**src/rtl/imem_loader.sv**
```systemverilog
// imem_loader: fills the instruction memory at boot from a byte stream.
// The stream is a one-byte word-count header N followed by N little-endian
// 32-bit instruction words. Each assembled word is written with a one-cycle
// strobe at byte addresses 0, 4, 8, ... The CPU stays in reset until a load
// completes successfully.
//
// Ports:
//   clk_i        system clock, rising edge
//   reset_i      asynchronous active-high reset
//   start_i      one-cycle pulse starting a load (honoured in IDLE/DONE/ERR)
//   in_valid_i   stream byte available on in_data_i
//   in_data_i    stream byte
//   in_ready_o   loader accepts in_data_i this cycle
//   we_o         instruction-memory write strobe, one cycle per word
//   waddr_o      word-aligned byte address of the write
//   wdata_o      instruction word to write
//   cpu_reset_o  processor reset, low only in DONE
//   busy_o       load in progress (HDR, BYTES, WRITE)
//   done_o       load completed
//   err_o        header count exceeded DEPTH
//
// state | meaning
// ------+------------------------------------------------------------
// IDLE  | after reset, waiting for start
// HDR   | waiting for the word-count header byte
// BYTES | collecting the four bytes of the current word
// WRITE | one-cycle write strobe of the assembled word
// DONE  | load complete, CPU released from reset
// ERR   | header count too large, CPU held in reset

module imem_loader #(
  parameter int DEPTH = 64,
  parameter int CW    = 8
) (
  input  logic        clk_i,
  input  logic        reset_i,
  input  logic        start_i,
  input  logic        in_valid_i,
  input  logic [7:0]  in_data_i,
  output logic        in_ready_o,
  output logic        we_o,
  output logic [31:0] waddr_o,
  output logic [31:0] wdata_o,
  output logic        cpu_reset_o,
  output logic        busy_o,
  output logic        done_o,
  output logic        err_o
);

  typedef enum logic [2:0] {
    IDLE  = 3'd0,
    HDR   = 3'd1,
    BYTES = 3'd2,
    WRITE = 3'd3,
    DONE  = 3'd4,
    ERR   = 3'd5
  } state_t;

  state_t          state_q, state_d;
  logic [CW-1:0]   n_q, n_d;
  logic [CW-1:0]   word_idx_q, word_idx_d;
  logic [1:0]      byte_cnt_q, byte_cnt_d;
  logic [31:0]     asm_q, asm_d;
  logic [31:0]     waddr_q, waddr_d;
  logic [31:0]     wdata_q, wdata_d;
  logic            in_ready_q, we_q, cpu_reset_q, busy_q, done_q, err_q;
  logic            in_ready_d, we_d, cpu_reset_d, busy_d, done_d, err_d;
  logic            xfer;
  logic [CW-1:0]   hdr;

  // in_ready_q is a pure function of the registered state, so the handshake
  // has no combinational path from in_valid_i to in_ready_o.
  assign xfer = in_valid_i && in_ready_q;
  assign hdr  = CW'(in_data_i);

  always_comb begin
    state_d    = state_q;
    n_d        = n_q;
    word_idx_d = word_idx_q;
    byte_cnt_d = byte_cnt_q;
    asm_d      = asm_q;
    waddr_d    = waddr_q;
    wdata_d    = wdata_q;

    case (state_q)
      IDLE: if (start_i) state_d = HDR;
      HDR: begin
        if (xfer) begin
          if (hdr == '0) begin
            state_d = DONE;
          end else if (hdr > CW'(DEPTH)) begin
            state_d = ERR;
          end else begin
            n_d        = hdr;
            word_idx_d = '0;
            byte_cnt_d = '0;
            state_d    = BYTES;
          end
        end
      end
      BYTES: begin
        if (xfer) begin
          asm_d[{byte_cnt_q, 3'b000} +: 8] = in_data_i;
          byte_cnt_d = byte_cnt_q + 2'd1;
          if (byte_cnt_q == 2'd3) state_d = WRITE;
        end
      end
      WRITE: begin
        if (word_idx_q + CW'(1) == n_q) begin
          state_d = DONE;
        end else begin
          word_idx_d = word_idx_q + CW'(1);
          byte_cnt_d = '0;
          state_d    = BYTES;
        end
      end
      DONE, ERR: if (start_i) state_d = HDR;
      default: state_d = IDLE;
    endcase

    // Address and data are captured on entry to WRITE and then held.
    we_d = (state_d == WRITE);
    if (we_d) begin
      waddr_d = {{(30-CW){1'b0}}, word_idx_q, 2'b00};
      wdata_d = asm_d;
    end

    in_ready_d  = (state_d == HDR) || (state_d == BYTES);
    busy_d      = (state_d == HDR) || (state_d == BYTES) || (state_d == WRITE);
    cpu_reset_d = (state_d != DONE);
    done_d      = (state_d == DONE);
    err_d       = (state_d == ERR);
  end

  always_ff @(posedge clk_i or posedge reset_i) begin
    if (reset_i) begin
      state_q     <= IDLE;
      n_q         <= '0;
      word_idx_q  <= '0;
      byte_cnt_q  <= '0;
      asm_q       <= '0;
      waddr_q     <= '0;
      wdata_q     <= '0;
      in_ready_q  <= 1'b0;
      we_q        <= 1'b0;
      cpu_reset_q <= 1'b1;
      busy_q      <= 1'b0;
      done_q      <= 1'b0;
      err_q       <= 1'b0;
    end else begin
      state_q     <= state_d;
      n_q         <= n_d;
      word_idx_q  <= word_idx_d;
      byte_cnt_q  <= byte_cnt_d;
      asm_q       <= asm_d;
      waddr_q     <= waddr_d;
      wdata_q     <= wdata_d;
      in_ready_q  <= in_ready_d;
      we_q        <= we_d;
      cpu_reset_q <= cpu_reset_d;
      busy_q      <= busy_d;
      done_q      <= done_d;
      err_q       <= err_d;
    end
  end

  assign in_ready_o  = in_ready_q;
  assign we_o        = we_q;
  assign waddr_o     = waddr_q;
  assign wdata_o     = wdata_q;
  assign cpu_reset_o = cpu_reset_q;
  assign busy_o      = busy_q;
  assign done_o      = done_q;
  assign err_o       = err_q;

endmodule

```
**config.mk**
```make
export PLATFORM = sky130hd
export DESIGN_NAME = imem_loader
export DESIGN_NICKNAME = d
export VERILOG_FILES = /design/src/rtl/imem_loader.sv
export SDC_FILE = /design/constraint.sdc
export NUM_CORES = 1
export LEC_CHECK = 0
export ABC_CLOCK_PERIOD_IN_PS = 4800
export BUFFER_PORTS_ARGS = -buffer_cell sky130_fd_sc_hd__buf_4
export CAP_MARGIN = 10
export CORE_AREA = 2 2 89 112
export CTS_BUF_LIST = sky130_fd_sc_hd__clkbuf_16
export CTS_CLUSTER_DIAMETER = 200
export DETAILED_ROUTE_END_ITERATION = 16
export DIE_AREA = 0 0 91 114
export GPL_ROUTABILITY_DRIVEN = 0
export PLACE_DENSITY = 0.71
export SYNTH_ARGS = -nofsm -noshare
export SYNTH_HDL_FRONTEND = slang
export SYNTH_SLANG_ARGS = --single-unit
```
**constraint.sdc**
```tcl
create_clock -name clk_i -period 4.8 [get_ports clk_i]
set_input_delay 1.44 -clock clk_i [delete_from_list [all_inputs] [get_ports clk_i]]
set_output_delay 1.44 -clock clk_i [all_outputs]
set_load 0.02 [all_outputs]
```
**Word level (Yosys, flattened, before mapping)**

Index checks and enable logic that the tools add are counted.

- Output and inout bits: 70
- Bits in writable memories: 0
- Bits in latches: 0
- Input port bits: 12
- Flip-flop bits (word level): 99
- Logic and storage cells: 72
- Memories: 0
- Bits in read-only memories: 0

- Multiply operators: 0
- Magnitude comparators: 1
- Reductions and logical operators: 11
- Eq/ne operators: 18
- Add/subtract/negate cells: 3
- Shifts and indexed selects: 2
- Multiplexer cells: 22
- Bitwise logic cells: 2
- Divide/modulo/power cells: 0

Operators by type and width:

| kind | count |
|---|---|
| $mux 32 | 2 |
| $bwmux 32 | 1 |
| $mux 8 | 4 |
| $shift 8x7->32 const A | 1 |
| $shiftx 8x7->32 | 1 |
| $mux 3 | 7 |
| $pmux 8 s2 | 1 |
| $eq 3x2->1 const B | 4 |
| $eq 3x3->1 const B | 4 |
| $pmux 3 s4 | 1 |
| $mux 2 | 5 |
| $ne 2x2->1 const B | 5 |
| $add 8x1->8 const B | 1 |
| $eq 8x8->1 | 1 |
| $gt 8x7->1 const B | 1 |
| $logic_not 8->1 | 1 |
| $neg 5->7 | 1 |
| $eq 3x1->1 const B | 2 |
| $pmux 2 s3 | 1 |
| $reduce_and 6->1 | 1 |
| $reduce_and 5->1 | 1 |
| $reduce_and 4->1 | 1 |
| $logic_not 3->1 | 1 |
| $ne 3x3->1 const B | 1 |
| 8 further kinds | 10 |

**Depth between registers and ports, before layout**

Gate-level depths: netlist (run 1).

- Word-level depth: 8
- Gate-level depth with buffers: 8
- Mapped depth without buffers: 7

**Worst setup path before layout (run 1)**

No wires, ideal clock.

- Kind: input to register
- Start: input in_data_i[0]
- End: register done_q (netlist: done_o)
- Data required time: 4.734 ns
- Setup time: 0.066 ns
- Path buffers: 0
- Slack: 1.739 ns
- Data arrival time: 2.995 ns
- Cell stages on the path: 6
- Cells stage by stage: or4_4 > or4_4 > a31oi_1 > a21oi_1 > o32ai_4 > and2_1

- Word-level cells in the longest chain between the ends: 6
- Elaborated cells between the ends (all ways): 7
- Those cells by class: order compare (1); eq/ne (1); mux (4); reduce/logical (1)

Ends and longest elaborated chain:

| item | RTL line | source |
|---|---|---|
| start: declaration | 39 | `input logic [7:0] in_data_i,` |
| $gt 8x7->1 | 91 | `end else if (hdr > CW'(DEPTH)) begin` |
| $mux 3 | 91 |  |
| $mux 3 * | 89 | `if (hdr == '0) begin` |
| $mux 3 * | 88 | `if (xfer) begin` |
| $pmux 3 s4 * | 85 | `case (state_q)` |
| named net state_d[2] | 59 | `state_t state_q, state_d;` |
| $eq 3x3->1 * | 131 | `done_d = (state_d == DONE);` |
| named net done_d | 67 | `logic in_ready_d, we_d, cpu_reset_d, busy_d, done_d, err_d;` |
| end signal: assignment | 162 | `done_q <= done_d;` |
| end: declaration | 66 | `logic in_ready_q, we_q, cpu_reset_q, busy_q, done_q, err_q;` |

Mark *: on every way through the listed nets, which the timed path passes. The rest lies on a longest branch.
A chain may end at the register's enable or synchronous reset.

**Final worst setup path (run 1)**

- Start: input in_data_i[0]
- End: register n_q[2]

- Word-level cells in the longest chain between the ends: 3
- Elaborated cells between the ends (all ways): 5
- Those cells by class: order compare (1); bitwise (2); reduce/logical (2)

Ends and longest elaborated chain:

| item | RTL line | source |
|---|---|---|
| $gt 8x7->1 or $logic_not 8->1 (tied branches) | 91, 89 |  |
| $not 1->1 (no source line) | - |  |
| $reduce_and 4->1 (no source line) * | - |  |
| end signal: assignment | 152 | `n_q <= n_d;` |
| end: declaration | 60 | `logic [CW-1:0] n_q, n_d;` |

Every way passes the cells marked *; elsewhere a longest branch is shown, timed or not.

==> flow_summary.toml, run 1 <==
[outcome]
run_status = "completed"

[routing]
drc = 0
postRouteAntennaNets = 0
initialDrtViolationCount = 204
vias = 3190
viasPerCell = 5.299
wl_per_cell_um = 15.19
routed_wl_um = 9142
first_pass_iters = 4

[timing]
min_period_ns = 3.060
finClkSkew_ns = 0.01011
maxSlewHeadroom_pct = 36.23
grt_setup_unrepaired = "false"
finalMaxSlewViolations = 0
fmax_mhz = 326.8
fin_crit_sh_pct = 63.75
worstMarginPinSlew_ns = 0.9544
setup_violations = 0
tns_ns = 0
final_hold_viol_count = 0

[cts]
post-cts-setup-buffer-count = 0
post_cts_resized = 0
clk_latency_ns = 0.35
cts_tree = "done"
cts_hold_buf = 0
clockRootBuffer = "clkbuf_16"
cts_buffers = 9
path_clk_slew_ns = 0.07
cts_max_path_buffers = 2
htreeDepth = 3
cts_sinks = 99

[layout]
syn_to_final_growth_pct = 17.52
diodes = 0
fillCellCount = 848
mostFrequentLayoutCell = "dfrtp_1"
layout.nets = 490
final_cell_mix = "98 x dfrtp_1, 90 x nand2_1, 59 x buf_4"
drive_above_1_share_pct = 26.26

[floorplanning]
num_rows = 40
pin_count = 82
die_area_um2 = 10370
start_util_pct = 48.43
die_h_um = 114
die_x_um = 91
core-area_um2 = 9409

[power_and_ir_drop]
powerDensity_nw_per_um2 = 462.9
leakage_uw = 0.002575
total_power_uw = 2479
ir_drop_mv = 0.2732

[worst_setup_path]
crit_path_end_kind = "flop"
crit_required_ns = 5.03
crit_fanout = 17
cp-start-kind = "primary input"
crit_type = "primary input to flop"
crit_arrival_ns = 3.29

[logic_synthesis]
synthArstFlopShare_pct = 100.0
syn_avg_cell_area_um2 = 10.95
postSynthCellCount = 416
synth-edff-count = 0
synth_seq_cells = 99
ys_warn_count = 0
synth_ff_type = "dfrtp_1"
netlist_area_um2 = 4557
synth_cell_types = 49
yosysSeqAreaShare_pct = 54.39

[global_routing]
grt_pass1_wl_um = 15340
grt_usage_pct = 18.87
antenna_found_initial = 0
overflow = 0
grt_pass1_vias = 3088
grt_max_degree = 64

[worst_hold_path]
hold_path.class = "flop to flop"

[placed_design]
hpwl_um = 6435
port-buffer-count = 57

[job]
cap_viol_max_count = 0
kinds of logic after synthesis:
logic type      after synthesis  synth area share [%]
compound gates               75                 11.29
xor+xnor                      9                 1.730
fa+ha+maj                     7                 1.922
buf+inv                      48                 6.287
flops                        99                 54.39
mux                          41                 10.10
other cells                   1               0.08229
simple gates                136                 14.20
final cells by class:
| cell class | instances | area [um2] | area share, % |
|---|---|---|---|
| inverter | 9 | 36.28 | 0.6776 |
| clock inverter | 7 | 116.4 | 2.173 |
| timing repair buffer | 60 | 462.9 | 8.645 |
| sequential | 99 | 2479 | 46.29 |
| multi-input combinational | 292 | 1878 | 35.07 |
| tap | 126 | 157.7 | 2.944 |
| clock buffer | 9 | 225.2 | 4.206 |
through the flow:
step | utilization (%) | setup slack [ns] | std cells | hold WS [ns] | instance area [um2]
final | 56.91 | 1.740 | 602 | 0.4752 | 5355
after detailed placement | 53.28 | 1.389 | 586 | 0.4645 | 5014
after global placement | 53.28 | 1.416 | 586 | 0.4630 | 5014
after floorplan | - | 0.7712 | 439 | 0.4493 | 4643
after CTS | 56.91 | 1.752 | 602 | 0.4809 | 5355
after global routing | 56.91 | 1.660 | 602 | 0.4912 | 5355
where the power goes:
group / internal (uW) / switching, uW / leakage [uW]
combinational: 233 / 375 / 0.00106
sequential: 942 / 117 / 0.00135
clock: 509 / 303 / 0.000171
total: 1680 / 796 / 0.00257
metal layers:
layer | vias to the layer above | global-route usage [%] | share of wire, %
li1 | 1514 | - | -
met1 | 1545 | 23.05 | 41
met2 | 115 | 31.70 | 51
met3 | 16 | 3.369 | 5.6
met4 | 0 | 10.61 | 2.6
met5 | - | 0 | 0
synthesized netlist by cell type (3+ instances only):
| cell type | count | area share (%) |
|---|---|---|
| inv_1 | 8 | 0.66 |
| nand2_1 | 90 | 7.4 |
| and3_1 | 4 | 0.55 |
| nor2_1 | 6 | 0.49 |
| and2_1 | 3 | 0.41 |
| xnor2_1 | 5 | 0.96 |
| o21ai_0 | 36 | 4.0 |
| dfrtp_1 | 98 | 54 |
| mux2_2 | 40 | 9.9 |
| buf_2 | 9 | 0.99 |
| buf_4 | 25 | 4.1 |
| clkbuf_1 | 4 | 0.33 |
| xor2_1 | 4 | 0.77 |
| nor3b_1 | 4 | 0.66 |
| a22o_1 | 8 | 1.5 |
| a21oi_1 | 6 | 0.66 |
| nand3_1 | 5 | 0.55 |
| o211ai_1 | 7 | 1.2 |
| nor3_1 | 8 | 0.88 |
| ha_1 | 7 | 1.9 |
worst paths after layout:
path                                                 from                 endpoint  slack [ns]  cells past startpoint
worst max-delay path                         in_data_i[0]       n_q[2]$_DFFE_PP0P_        1.74                      5
worst min-delay path               waddr_o[3]$_DFFE_PP0P_   waddr_o[3]$_DFFE_PP0P_        0.48                      2
worst max register to register  word_idx_q[0]$_DFFE_PP0P_          err_o$_DFF_PP0_        1.94                      7
worst min register to register     waddr_o[3]$_DFFE_PP0P_   waddr_o[3]$_DFFE_PP0P_        0.48                      2
max in group asynchronous                         reset_i  wdata_o[10]$_DFFE_PP0P_        2.81                      3
min in group asynchronous                         reset_i  wdata_o[29]$_DFFE_PP0P_        1.23                      2
state kept, by name (all words and copies together), names as in the netlist, 2 cells and up:
register    count
state_q         3
wdata_o        32
asm_q          32
waddr_o         8
byte_cnt_q      2
word_idx_q      8
n_q             8
worst max-delay path: stages:
cell and delay [ns]:
buf_4 0.14, or4_4 0.57, or4_4 0.46, nand3_2 0.29
mux2_2 0.38
(Power assumes the default switching activity.)
==> inputs of run 2 (changes only) <==
==> config.mk (replaced) <==
export PLATFORM = sky130hd
export DESIGN_NAME = imem_loader
export DESIGN_NICKNAME = d
export VERILOG_FILES = /design/src/rtl/imem_loader.sv
export SDC_FILE = /design/constraint.sdc
export NUM_CORES = 1
export LEC_CHECK = 0
export ABC_AREA = 1
export ABC_CLOCK_PERIOD_IN_PS = 2490
export BUFFER_PORTS_ARGS = -buffer_cell sky130_fd_sc_hd__buf_4
export CAP_MARGIN = 10
export CORE_AREA = 2 2 90 113
export CTS_BUF_LIST = sky130_fd_sc_hd__clkbuf_16
export CTS_CLUSTER_DIAMETER = 200
export DETAILED_ROUTE_END_ITERATION = 16
export DIE_AREA = 0 0 92 115
export GPL_ROUTABILITY_DRIVEN = 0
export PLACE_DENSITY = 0.74
export SYNTH_ARGS = -nofsm -noshare
export SYNTH_HDL_FRONTEND = slang
export SYNTH_SLANG_ARGS = --single-unit
==> constraint.sdc (replaced) <==
create_clock -name clk_i -period 2.49 [get_ports clk_i]
set_input_delay 0.747 -clock clk_i [delete_from_list [all_inputs] [get_ports clk_i]]
set_output_delay 0.747 -clock clk_i [all_outputs]
set_load 0.02 [all_outputs]
==> run 2 against run 1 <==
  * Synthesized cell count is 31% higher
  * Setup slack worse by 1.4 ns
  * Cell area is 2.5% higher
  * Clock power is 93% higher
  * Highest routed layer unchanged
  * Clock-buffer cell count stayed put
  * Utilization is 0.84 points higher
  * Sequential share of layout area is 1.1 points lower
  * Clock skew is 0.0062 ns lower
==> flow_summary.toml, run 2 <==
[worst_setup_path]
crit_required_ns = 2.72
crit_start = "word_idx_q[1]$_DFFE_PP0P_"
crit_path_end_kind = "flop"
crit_fanout = 8
crit_arrival_ns = 2.35
cp-start-kind = "flop"
crit_type = "flop to flop"
crit-reg2reg-launch = "word_idx_q[1]$_DFFE_PP0P_"
ff2ff_path_depth = 11

[floorplanning]
die_h_um = 115
num_rows = 40
start_util_pct = 48.62
die_area_um2 = 10580
pin_count = 82
die_x_um = 92
core-area_um2 = 9509

[logic_synthesis]
synth.area.top_cells = "dfrtp_1 53%, nand2_1 15%, o21ai_0 5.0%, nand3_1 4.1%, buf_4 3.9%"
synth_seq_cells = 99
synthArstFlopShare_pct = 100.0
yosys.area_share.simple_pct = 24.87
postSynthCellCount = 545
synth-edff-count = 0
synth_top_family_by_area = "simple AND/OR/NAND/NOR gates"
synth_xor_area_share_pct = 0.3789
syn_avg_cell_area_um2 = 8.483
synth.mux.area_fraction_pct = 0
yosys.area.top_type = "dfrtp_1"
ys_warn_count = 0
yosysMostFrequentCell = "nand2_1"
synth_cell_types = 30
netlist_area_um2 = 4623
synth_common_cells = "182 x nand2_1, 98 x dfrtp_1, 46 x o21ai_0, 38 x nand3_1, 33 x nor2_1"
yosysSeqAreaShare_pct = 53.61
post-synth-top-area-fraction_pct = 53.04
synth_ff_type = "dfrtp_1"
synth-compound-area-share_pct = 9.959
synth-adder-area-share_pct = 1.894

[timing]
fin_crit_sh_pct = 84.85
finClkSkew_ns = 0.003881
final_hold_viol_count = 0
finalMaxSlewViolations = 0
fmax_mhz = 473.3
tns_ns = 0
worst_slack_ns = 0.3772
setup_violations = 0
worstMarginPinSlew_ns = 0.5241
min_period_ns = 2.113
grt_setup_unrepaired = "false"
maxSlewHeadroom_pct = 64.93

[layout]
drive_above_1_share_pct = 16.53
mostFrequentLayoutCell = "nand2_1"
layout.nets = 625
final_cell_mix = "182 x nand2_1, 98 x dfrtp_1, 70 x buf_4"
syn_to_final_growth_pct = 18.78
diodes = 0

[routing]
drc = 0
routed_wl_um = 10320
vias = 3802
wl_per_cell_um = 14.00
viasPerCell = 5.159
initialDrtViolationCount = 238
postRouteAntennaNets = 0
first_pass_iters = 4

[cts]
cts_buffers = 9
cts_sinks = 99
post-cts-setup-buffer-count = 0
clockRootBuffer = "clkbuf_16"
clk_latency_ns = 0.35
cts_max_path_buffers = 2
cts_hold_buf = 0
cts_tree = "done"
path_clk_slew_ns = 0.07
post_cts_resized = 0
htreeDepth = 3

[global_routing]
grt_pass1_wl_um = 17160
overflow = 0
antenna_found_initial = 0
grt_pass1_vias = 3699
grt_usage_pct = 20.49
grt_max_degree = 50

[outcome]
run_status = "completed"

[placed_design]
hpwl_um = 7452
pre_cts_slack_ns = 0.1133
port-buffer-count = 57

[power_and_ir_drop]
powerDensity_nw_per_um2 = 835.8
leakage_uw = 0.002909
ir_drop_mv = 0.4406

[worst_hold_path]
hold_path.class = "primary input to asynchronous set/reset pin"

[job]
cap_viol_max_count = 0
==> run 2: cell count changes after synthesis, moves of 15 or more <==
cell,delta
nand2_1,+92
mux2_2,-40
nand3_1,+33
nor2_1,+27
inv_1,+24
o41ai_1,+15
==> run 2: cell families (layout without fill, tap and decap cells) <==
logic type / after synthesis / in the layout
buffers and inverters: 82 / 125
flip-flops: 99 / 99
XOR/XNOR: 2 / 2
AND/OR/NAND/NOR: 277 / 277
other: 1 / 24
AO/OA/AOI/OAI: 77 / 77
adder cells (fa/ha/maj): 7 / 7
==> run 2: layout make-up <==
cell class	instances	area [um2]
Clock buffer	9	225.2
Clock inverter	7	116.4
Fill cell	839	4018
Inverter	37	142.6
Multi-Input combinational cell	387	1805
Sequential cell	99	2479
Tap cell	126	157.7
Timing Repair Buffer	72	565.5
==> run 2: where the power goes <==
part,switching (uW),internal (uW)
clock,595,979
combinational,793,344
sequential,93.3,1780
total,1480,3110
==> run 2: worst paths after layout <==
kind / slack [ns] / end
setup / recovery: 0.38 / word_idx_q[1]$_DFFE_PP0P_
hold / removal: 0.43 / state_q[1]$_DFF_PP0_
setup reg to reg: 0.38 / word_idx_q[1]$_DFFE_PP0P_
hold reg to reg: 0.48 / wdata_o[6]$_DFFE_PP0P_
max in group asynchronous: 1.45 / waddr_o[9]$_DFFE_PP0P_
min in group clk_i: 0.48 / wdata_o[6]$_DFFE_PP0P_
==> run 2: routing by layer <==
layer  vias to the layer above  part of all wire [%]  routed length, um  global-route usage [%]
met1                      1827                    41               4214                   24.43
met5                         -                     0                  0                       0
met2                        92                    52               5353                   35.83
met3                        22                   4.2                433                   3.277
li1                       1861                     -                  -                       -
met4                         0                   3.1                315                   10.85
==> run 2: per-stage QoR <==
step	utilization, %	power [uW]	area [um2]	hold slack [ns]	std cells
after floorplan	-	2711	4713	0.4497	568
after global placement	54.16	2991	5150	0.4657	721
after detailed placement	54.16	3025	5150	0.4658	721
after CTS	57.75	4613	5492	0.4413	737
after global routing	57.75	4834	5492	0.4658	737
final	57.75	4590	5492	0.4332	737
==> run 2: critical path: stages, from the launching register on <==
cell,delay (ns)
dfrtp_1,0.45
ha_1,0.34
xnor2_1,0.16
nand2_1,0.07
nor2_1,0.14
nand3_1,0.08
nor2_1,0.15
nand2_1,0.08
nand2_2,0.11
nand2_1,0.21
nand2_1,0.14
nand2_1,0.06
